$ cat src/rtl/lcd_frame_capture.sv
// Captures a CAP_WIDTH x CAP_HEIGHT window of a DE/VS video stream as RGB565 and
// packs 16 pixels per 256-bit word (slot 0 in the MSBs) into single-cycle DDR write strobes.
module lcd_frame_capture #(
    parameter int CAP_WIDTH  = 1024,
    parameter int CAP_HEIGHT = 768,
    parameter bit VS_POL     = 1'b1
) (
    input  logic         clk,
    input  logic         nrst,
    input  logic         vin_vs,
    input  logic         vin_de,
    input  logic [7:0]   vin_r,
    input  logic [7:0]   vin_g,
    input  logic [7:0]   vin_b,
    input  logic         ddr_init_done,
    input  logic         ddr_wr_full,
    output logic [255:0] ddr_data,
    output logic         ddr_wren,
    output logic         frame_start,
    output logic         frame_done,
    output logic [15:0]  drop_cnt,
    output logic         busy
);

    typedef enum logic [1:0] {
        ST_IDLE    = 2'd0,
        ST_WAIT_VS = 2'd1,
        ST_CAPTURE = 2'd2
    } state_t;

    localparam logic [11:0] WIDTH_L  = 12'(CAP_WIDTH);
    localparam logic [11:0] HEIGHT_L = 12'(CAP_HEIGHT);

    state_t         state_q, state_d;
    logic           vs_prev_q, vs_prev_d;
    logic           de_prev_q, de_prev_d;
    logic [11:0]    px_cnt_q, px_cnt_d;
    logic [11:0]    line_cnt_q, line_cnt_d;
    logic [3:0]     slot_q, slot_d;
    logic [255:0]   pack_q, pack_d;
    logic [255:0]   ddr_data_q, ddr_data_d;
    logic           ddr_wren_q, ddr_wren_d;
    logic           frame_start_q, frame_start_d;
    logic           frame_done_q, frame_done_d;
    logic [15:0]    drop_cnt_q, drop_cnt_d;
    logic           busy_q, busy_d;

    logic           vs_act;
    logic           vs_edge;
    logic           de_fall;
    logic [15:0]    pix16;
    logic [255:0]   word_in;
    logic           start_frame;
    logic           emit;
    logic [255:0]   emit_data;

    always_comb begin
        vs_act  = (vin_vs == VS_POL);
        vs_edge = vs_act & ~vs_prev_q;
        de_fall = ~vin_de & de_prev_q;
        pix16   = {vin_b[7:3], vin_g[7:2], vin_r[7:3]};

        // Packing register with the incoming pixel dropped into the current slot.
        word_in = pack_q;
        for (int s = 0; s < 16; s++) begin
            if (slot_q == 4'(s)) begin
                word_in[255-16*s -: 16] = pix16;
            end
        end

        state_d       = state_q;
        vs_prev_d     = vs_act;
        de_prev_d     = vin_de;
        px_cnt_d      = px_cnt_q;
        line_cnt_d    = line_cnt_q;
        slot_d        = slot_q;
        pack_d        = pack_q;
        ddr_data_d    = ddr_data_q;
        ddr_wren_d    = 1'b0;
        frame_start_d = 1'b0;
        frame_done_d  = 1'b0;
        drop_cnt_d    = drop_cnt_q;
        start_frame   = 1'b0;
        emit          = 1'b0;
        emit_data     = '0;

        case (state_q)
            ST_IDLE: begin
                if (ddr_init_done) begin
                    state_d = ST_WAIT_VS;
                end
            end
            ST_WAIT_VS: begin
                if (vs_edge) begin
                    start_frame = 1'b1;
                end
            end
            ST_CAPTURE: begin
                // A VS edge mid-frame wins over any pixel or DE fall: the partial word is abandoned.
                if (vs_edge) begin
                    start_frame = 1'b1;
                end else if (vin_de && (px_cnt_q < WIDTH_L)) begin
                    px_cnt_d = px_cnt_q + 12'd1;
                    if (slot_q == 4'd15) begin
                        emit      = 1'b1;
                        emit_data = word_in;
                        pack_d    = '0;
                        slot_d    = 4'd0;
                    end else begin
                        pack_d = word_in;
                        slot_d = slot_q + 4'd1;
                    end
                end else if (de_fall) begin
                    if (slot_q != 4'd0) begin
                        emit      = 1'b1;
                        emit_data = pack_q;
                    end
                    slot_d   = 4'd0;
                    px_cnt_d = 12'd0;
                    pack_d   = '0;
                    if (px_cnt_q != 12'd0) begin
                        line_cnt_d = line_cnt_q + 12'd1;
                        if ((line_cnt_q + 12'd1) == HEIGHT_L) begin
                            frame_done_d = 1'b1;
                            state_d      = ST_WAIT_VS;
                        end
                    end
                end
            end
            default: begin
                state_d = ST_IDLE;
            end
        endcase

        if (start_frame) begin
            state_d       = ST_CAPTURE;
            frame_start_d = 1'b1;
            line_cnt_d    = 12'd0;
            px_cnt_d      = 12'd0;
            slot_d        = 4'd0;
            pack_d        = '0;
            drop_cnt_d    = 16'd0;
        end

        // Losing the DDR side overrides everything; the partial word is discarded.
        if (!ddr_init_done) begin
            state_d       = ST_IDLE;
            emit          = 1'b0;
            frame_start_d = 1'b0;
            frame_done_d  = 1'b0;
            px_cnt_d      = 12'd0;
            slot_d        = 4'd0;
            pack_d        = '0;
        end

        if (emit) begin
            if (ddr_wr_full) begin
                if (drop_cnt_q != 16'hFFFF) begin
                    drop_cnt_d = drop_cnt_q + 16'd1;
                end
            end else begin
                ddr_data_d = emit_data;
                ddr_wren_d = 1'b1;
            end
        end

        busy_d = (state_d == ST_CAPTURE);
    end

    always_ff @(posedge clk or negedge nrst) begin
        if (!nrst) begin
            state_q       <= ST_IDLE;
            vs_prev_q     <= 1'b0;
            de_prev_q     <= 1'b0;
            px_cnt_q      <= 12'd0;
            line_cnt_q    <= 12'd0;
            slot_q        <= 4'd0;
            pack_q        <= '0;
            ddr_data_q    <= '0;
            ddr_wren_q    <= 1'b0;
            frame_start_q <= 1'b0;
            frame_done_q  <= 1'b0;
            drop_cnt_q    <= 16'd0;
            busy_q        <= 1'b0;
        end else begin
            state_q       <= state_d;
            vs_prev_q     <= vs_prev_d;
            de_prev_q     <= de_prev_d;
            px_cnt_q      <= px_cnt_d;
            line_cnt_q    <= line_cnt_d;
            slot_q        <= slot_d;
            pack_q        <= pack_d;
            ddr_data_q    <= ddr_data_d;
            ddr_wren_q    <= ddr_wren_d;
            frame_start_q <= frame_start_d;
            frame_done_q  <= frame_done_d;
            drop_cnt_q    <= drop_cnt_d;
            busy_q        <= busy_d;
        end
    end

    assign ddr_data    = ddr_data_q;
    assign ddr_wren    = ddr_wren_q;
    assign frame_start = frame_start_q;
    assign frame_done  = frame_done_q;
    assign drop_cnt    = drop_cnt_q;
    assign busy        = busy_q;

endmodule

$ cat config.mk
export PLATFORM = sky130hd
export DESIGN_NAME = lcd_frame_capture
export DESIGN_NICKNAME = d
export VERILOG_FILES = /design/src/rtl/lcd_frame_capture.sv
export SDC_FILE = /design/constraint.sdc
export NUM_CORES = 1
export LEC_CHECK = 0
export CAP_MARGIN = 20
export CORE_UTILIZATION = 25
export CTS_CLUSTER_DIAMETER = 120
export DETAILED_ROUTE_END_ITERATION = 10
export PLACE_DENSITY_LB_ADDON = 0.08
export SLEW_MARGIN = 20
export SYNTH_ARGS = -nofsm -noshare
export SYNTH_HDL_FRONTEND = slang
export SYNTH_SLANG_ARGS = --single-unit
$ cat constraint.sdc
create_clock -name clk -period 6.9 [get_ports clk]
set_input_delay 0.69 -clock clk [delete_from_list [all_inputs] [get_ports clk]]
set_output_delay 0.69 -clock clk [all_outputs]
set_load 0.005 [all_outputs]
==> results.json, run 1 <==
{
  "io_buffers": 297,
  "multi_input_area_um2": 9803,
  "grt_max_degree": 245,
  "cts_buffers": 70,
  "grt_util_all_layers": 0.1663,
  "syn-num-nets": 2204,
  "synth-seq-cells": 564,
  "maxClockFrequency_mhz": 236.5,
  "grt_pass1_vias": 18260,
  "dp_hpwl_um": 49600,
  "grt_overflow": 0,
  "netlist_area_um2": 24810,
  "clock_path_buffers": 3,
  "ctsResizeCount": 0,
  "yosysSeqAreaShare": 0.5689,
  "path_max_fanout": 19,
  "finalPower_mw": 7.586,
  "antenna_found_initial": 4,
  "initial_core_util": 0.2524,
  "syn_inst": 2160,
  "grt_use_met2": 0.2577,
  "io_pins": 306,
  "dieArea_um2": 100500,
  "worst_pin_slew_ns": 1.124,
  "slew_viol_final": 0,
  "drc": 0,
  "ir_worst_vdd_uv": 125.3,
  "status": "completed",
  "wire_per_inst_um": 22.79,
  "die_height_um": 317,
  "drtAntennaViolNets": 0,
  "worstPathRequired_ns": 7.43,
  "cts_tree": "built",
  "start_kind": "flip-flop",
  "grtUsageMet3": 0.02687,
  "place.gp.congestion": 0.7606,
  "num_rows": 115,
  "worstSetupPathType": "flip-flop to flip-flop",
  "dr_total_vias": 18050,
  "critPathLaunch": "state_q[0]",
  "grt_use_met1": 0.2403,
  "ys_types": 57,
  "area_growth_pct": 25.86,
  "maxSlewHeadroom": 0.2504,
  "hold_buffers": 0,
  "r2r_start": "state_q[0]",
  "core_um2": 98280,
  "tns_ns": 0,
  "antenna-diode-count": 0,
  "worst_hold_path_type": "primary input to async pin",
  "seq_area_um2": 14110,
  "top_usage_layer": "met2",
  "crit_arrival_ns": 4.76,
  "cts.sinks": 564,
  "postCtsSetupBuffers": 0,
  "synth_area_per_cell_um2": 11.48,
  "period_share": 0.6129,
  "powerDensity_nw_per_um2": 243.0,
  "viasPerCell": 4.879,
  "p_leak_nw": 13.35,
  "fillers": 9895,
  "path_clk_slew_ns": 0.06,
  "rsz0062_at_grt": "no",
  "maxCapViolations": 0,
  "skew_ns": 0.02533,
  "endpoint_kind": "flip-flop",
  "wl_um": 84310,
  "fin_nets": 2403,
  "htree_levels": 3,
  "drtIter0Drc": 1136,
  "dr.pass1.iters": 5,
  "die_width_um": 317,
  "setup_viol": 0,
  "hold_viol": 0,
  "grt_pass1_wl_um": 125400,
  "min_period_ns": 4.229,
  "ys_warn_count": 0,
  "drive_above_1_share": 0.08579,
  "cts_root_buf": "clkbuf_16",
  "clk_latency_ns": 0.60
}
## kinds of logic after synthesis
| group | share of synthesized area |
|---|---|
| DFF | 0.5690 |
| AOI/OAI and AO/OA | 0.1781 |
| and+or+nand+nor | 0.1047 |
| muxes | 0.09967 |
| buffers and inverters | 0.03803 |
| adders and majority gates | 0.007062 |
| xor gates and xnor gates | 0.003531 |
## power by group
part           switching (mW)  internal, mW  leakage [nW]
clock network            1.49          2.39          1.20
registers             0.00826          3.32          7.88
logic                   0.316        0.0652          4.27
## Yosys cell counts, drive strengths merged
library cell  instances  area, µm²
o311ai                1      26.28
nor2                 48      324.1
o21ai                35      186.4
o21bai                1      7.510
buf                  90      485.5
or3b                  2      17.52
nor4                  5      31.28
o21a                  1      7.510
o211ai                2      15.01
xnor2                 2      17.52
nor3b                 2      20.02
or2                   1      6.260
nand2               350       1321
nand2b                6      40.04
a21oi                21      116.4
and4                  2      17.52
o31a                  2      17.52
xor2                  8      70.07
o311a                 1      10.01
nand3                55      290.3
inv                  12      45.04
a311oi                1      8.760
clkbuf              110      412.9
nor4bb                1      10.01
o41ai                 2      17.52
or3                   2      12.51
o31ai               255       1928
dfrtp               564      14110
and3                 12      75.07
nand4                17      112.6
or4                   8      63.81
nor2b                 7      43.79
mux2i               247       2472
and2                 26      162.7
nand3b                3      22.52
o41a                  1      11.26
ha                   14      175.2
a31oi                 7      43.79
a22o                230       2014
a21boi                1      7.510
nor3                  5      25.02
## registers in the layout, summed over array words and instances (netlist names)
signal,cells
state_q,2
busy,1
de_prev_q,1
frame_start,1
line_cnt_q,12
pack_q,256
ddr_data,256
vs_prev_q,1
slot_q,4
drop_cnt,16
ddr_wren,1
px_cnt_q,12
frame_done,1
## layout by cell type (no fill, tap or decap), drive strengths merged, types with 3 or more instances in the layout
cell / n
nand3b: 3
clkbuf: 103
nand4: 17
nand2b: 6
ha: 14
mux2i: 247
nor2: 48
xor2: 8
o21ai: 35
nand2: 350
a22o: 230
nor3: 5
nor2b: 7
clkdlybuf4s50: 280
bufinv: 8
inv: 13
o31ai: 255
clkinv: 14
nand3: 55
nor4: 5
or4: 8
buf: 47
a21oi: 21
dfrtp: 564
and3: 12
and2: 26
a31oi: 7
## worst max-delay path: stages (launching register included)
cell,delay (ns)
dfrtp_1,0.45
inv_1,0.10
ha_1,0.34
nand3b_1,0.58
nand3_2,0.30
a21oi_4,0.69
nand2_4,0.54
nor2_2,0.88
a22o_1,0.27
## metal layers
layer	wire length, µm	up-vias
li1	-	8301
met1	40960	9228
met2	38090	416
met3	3806	102
met4	1425	4
met5	26	-
## worst paths after layout
| path | endpoint | cells past startpoint | slack (ns) |
|---|---|---|---|
| max reg2reg | pack_q[210] | 8 | 2.67 |
| min | ddr_data[167] | 1 | 0.12 |
| min in group clk | ddr_data[130] | 2 | 0.47 |
| min reg2reg | ddr_data[130] | 2 | 0.47 |
| max | pack_q[210] | 8 | 2.67 |
| max in group asynchronous | ddr_data[138] | 2 | 5.30 |
## layout make-up
class	count	area share
Multi-Input combinational cell	1384	0.3140
Tap cell	1287	0.05157
Timing Repair Buffer	327	0.1031
Clock buffer	103	0.06648
Inverter	12	0.001443
Clock inverter	23	0.01142
Sequential cell	564	0.4520
## stage by stage
step | cells | hold slack, ns | utilization | setup WS [ns] | instance area [µm²]
after floorplan | 2160 | 0.3944 | - | 4.605 | 24810
after global placement | 3573 | 0.4656 | 0.2924 | 2.262 | 28730
after detailed placement | 3573 | 0.4628 | 0.2925 | 2.155 | 28750
after CTS | 3699 | 0.1738 | 0.3173 | 2.616 | 31180
after global routing | 3700 | 0.1876 | 0.3177 | 2.380 | 31220
final | 3700 | 0.1163 | 0.3177 | 2.671 | 31220
No activity file was read; power rests on OpenSTA's default activity.
==> inputs of run 2 (changes only) <==
==> constraint.sdc (replaced) <==
create_clock -name clk -period 3.6 [get_ports clk]
set_input_delay 0.36 -clock clk [delete_from_list [all_inputs] [get_ports clk]]
set_output_delay 0.36 -clock clk [all_outputs]
set_load 0.005 [all_outputs]
==> results.json, run 2 (synthesis results as in run 1) <==
{
  "skew_ns": 0.02097,
  "seq_area_um2": 14110,
  "core_um2": 98280,
  "multi_input_area_um2": 9761,
  "r2r_start": "state_q[0]",
  "area_growth_pct": 27.50,
  "powerDensity_nw_per_um2": 448.1,
  "final_cell_mix": "dfrtp_1 (564), nand2_1 (349), clkdlybuf4s50_1 (280)",
  "worst_r2r_endpoint": "pack_q[127]",
  "grt_overflow": 0,
  "worstRegToRegCells": 8,
  "worst_pin_slew_ns": 1.105,
  "dpl_cell_area_um2": 29350,
  "postCtsSetupBuffers": 0,
  "p_leak_nw": 13.62,
  "grt_pass1_wl_um": 128300,
  "tns_ns": 0,
  "pre_cts_ws_ns": 0.4510,
  "endpoint_kind": "flip-flop",
  "place.gp.congestion": 0.7361,
  "path_max_fanout": 22,
  "path_clk_slew_ns": 0.06,
  "min_period_ns": 3.133,
  "ir_worst_vdd_uv": 283.9,
  "initial_core_util": 0.2524,
  "rsz0062_at_grt": "no",
  "io_buffers": 297,
  "maxSlewHeadroom": 0.2635,
  "setup_viol": 0,
  "drtAntennaViolNets": 0,
  "status": "completed",
  "layout.cells.non_filler": 3759,
  "fin_nets": 2465,
  "clock_path_buffers": 3,
  "cts.sinks": 564,
  "wire_per_inst_um": 22.92,
  "slew_viol_final": 0,
  "num_rows": 115,
  "fin_util": 0.3218,
  "period_share": 0.8702,
  "die_width_um": 317,
  "cts_buffers": 71,
  "fin_area_um2": 31630,
  "cts_tree": "built",
  "drtIter0Drc": 1199,
  "grt_max_degree": 113,
  "grt_util_all_layers": 0.1716,
  "dieArea_um2": 100500,
  "drive_above_1_share": 0.1048,
  "fin_ws_ns": 0.4674,
  "htree_levels": 3,
  "worstPathRequired_ns": 4.10,
  "viasPerCell": 4.880,
  "die_height_um": 317,
  "r2r_setup_slack_ns": 0.47,
  "finalPower_mw": 14.17,
  "worstSetupPathType": "flip-flop to flip-flop",
  "antenna_found_initial": 2,
  "start_kind": "flip-flop",
  "grt_pass1_vias": 18840,
  "wl_um": 86140,
  "dr.pass1.iters": 5,
  "maxCapViolations": 0,
  "maxClockFrequency_mhz": 319.2,
  "worst_hold_path_type": "primary input to async pin",
  "drc": 0,
  "fillers": 9993,
  "dp_hpwl_um": 53910,
  "antenna-diode-count": 0,
  "clk_latency_ns": 0.63,
  "final_common_cell": "dfrtp_1",
  "dr_total_vias": 18340,
  "placed_cells": 3634,
  "cts_root_buf": "clkbuf_16",
  "hold_viol": 0,
  "crit_arrival_ns": 3.63,
  "holdWs_ns": 0.2441,
  "io_pins": 306
}
## run 2: worst max-delay path: stages (launching register included)
cell and delay [ns]:
dfrtp_1 0.44, inv_1 0.12, ha_1 0.41, inv_1 0.13
o311ai_4 0.52, nand2b_1 0.17, buf_4 0.33, nand2_1 0.52
a22o_1 0.36
## run 2: final cells by class
type / instances / share of cell area
timing repair buffer: 388 / 0.1212
clock inverter: 17 / 0.004431
tap: 1287 / 0.05091
multi-input combinational: 1384 / 0.3086
inverter: 12 / 0.001424
sequential: 564 / 0.4462
clock buffer: 107 / 0.06717
## run 2: worst max-delay path by stage
stage	from	to	depth (start not counted)
floorplan	state_q[0]	pack_q[150]	10
global placement	vin_de	px_cnt_q[6]	7
detailed placement	vin_de	pack_q[129]	9
CTS	state_q[0]	pack_q[127]	8
global route	state_q[0]	pack_q[126]	8
finish	state_q[0]	pack_q[127]	8
## run 2: repair_timing
item	in CTS	in global routing
endpoints found under the hold margin	33	0
setup endpoints to repair	0	0
gates resized for setup	0	0
hold buffers	1	0
## run 2: power by group
group	total, mW	internal, mW	switching (mW)
Clock	7.03	4.14	2.89
Sequential	6.37	6.36	0.0157
Combinational	0.770	0.158	0.612
## run 2: routing by layer
layer,up-vias,share of wire,track usage
met4,4,0.021,0.04513
met3,109,0.046,0.03293
met1,9397,0.48,0.2434
li1,8415,-,-
met5,-,0.00031,0
met2,418,0.45,0.2663
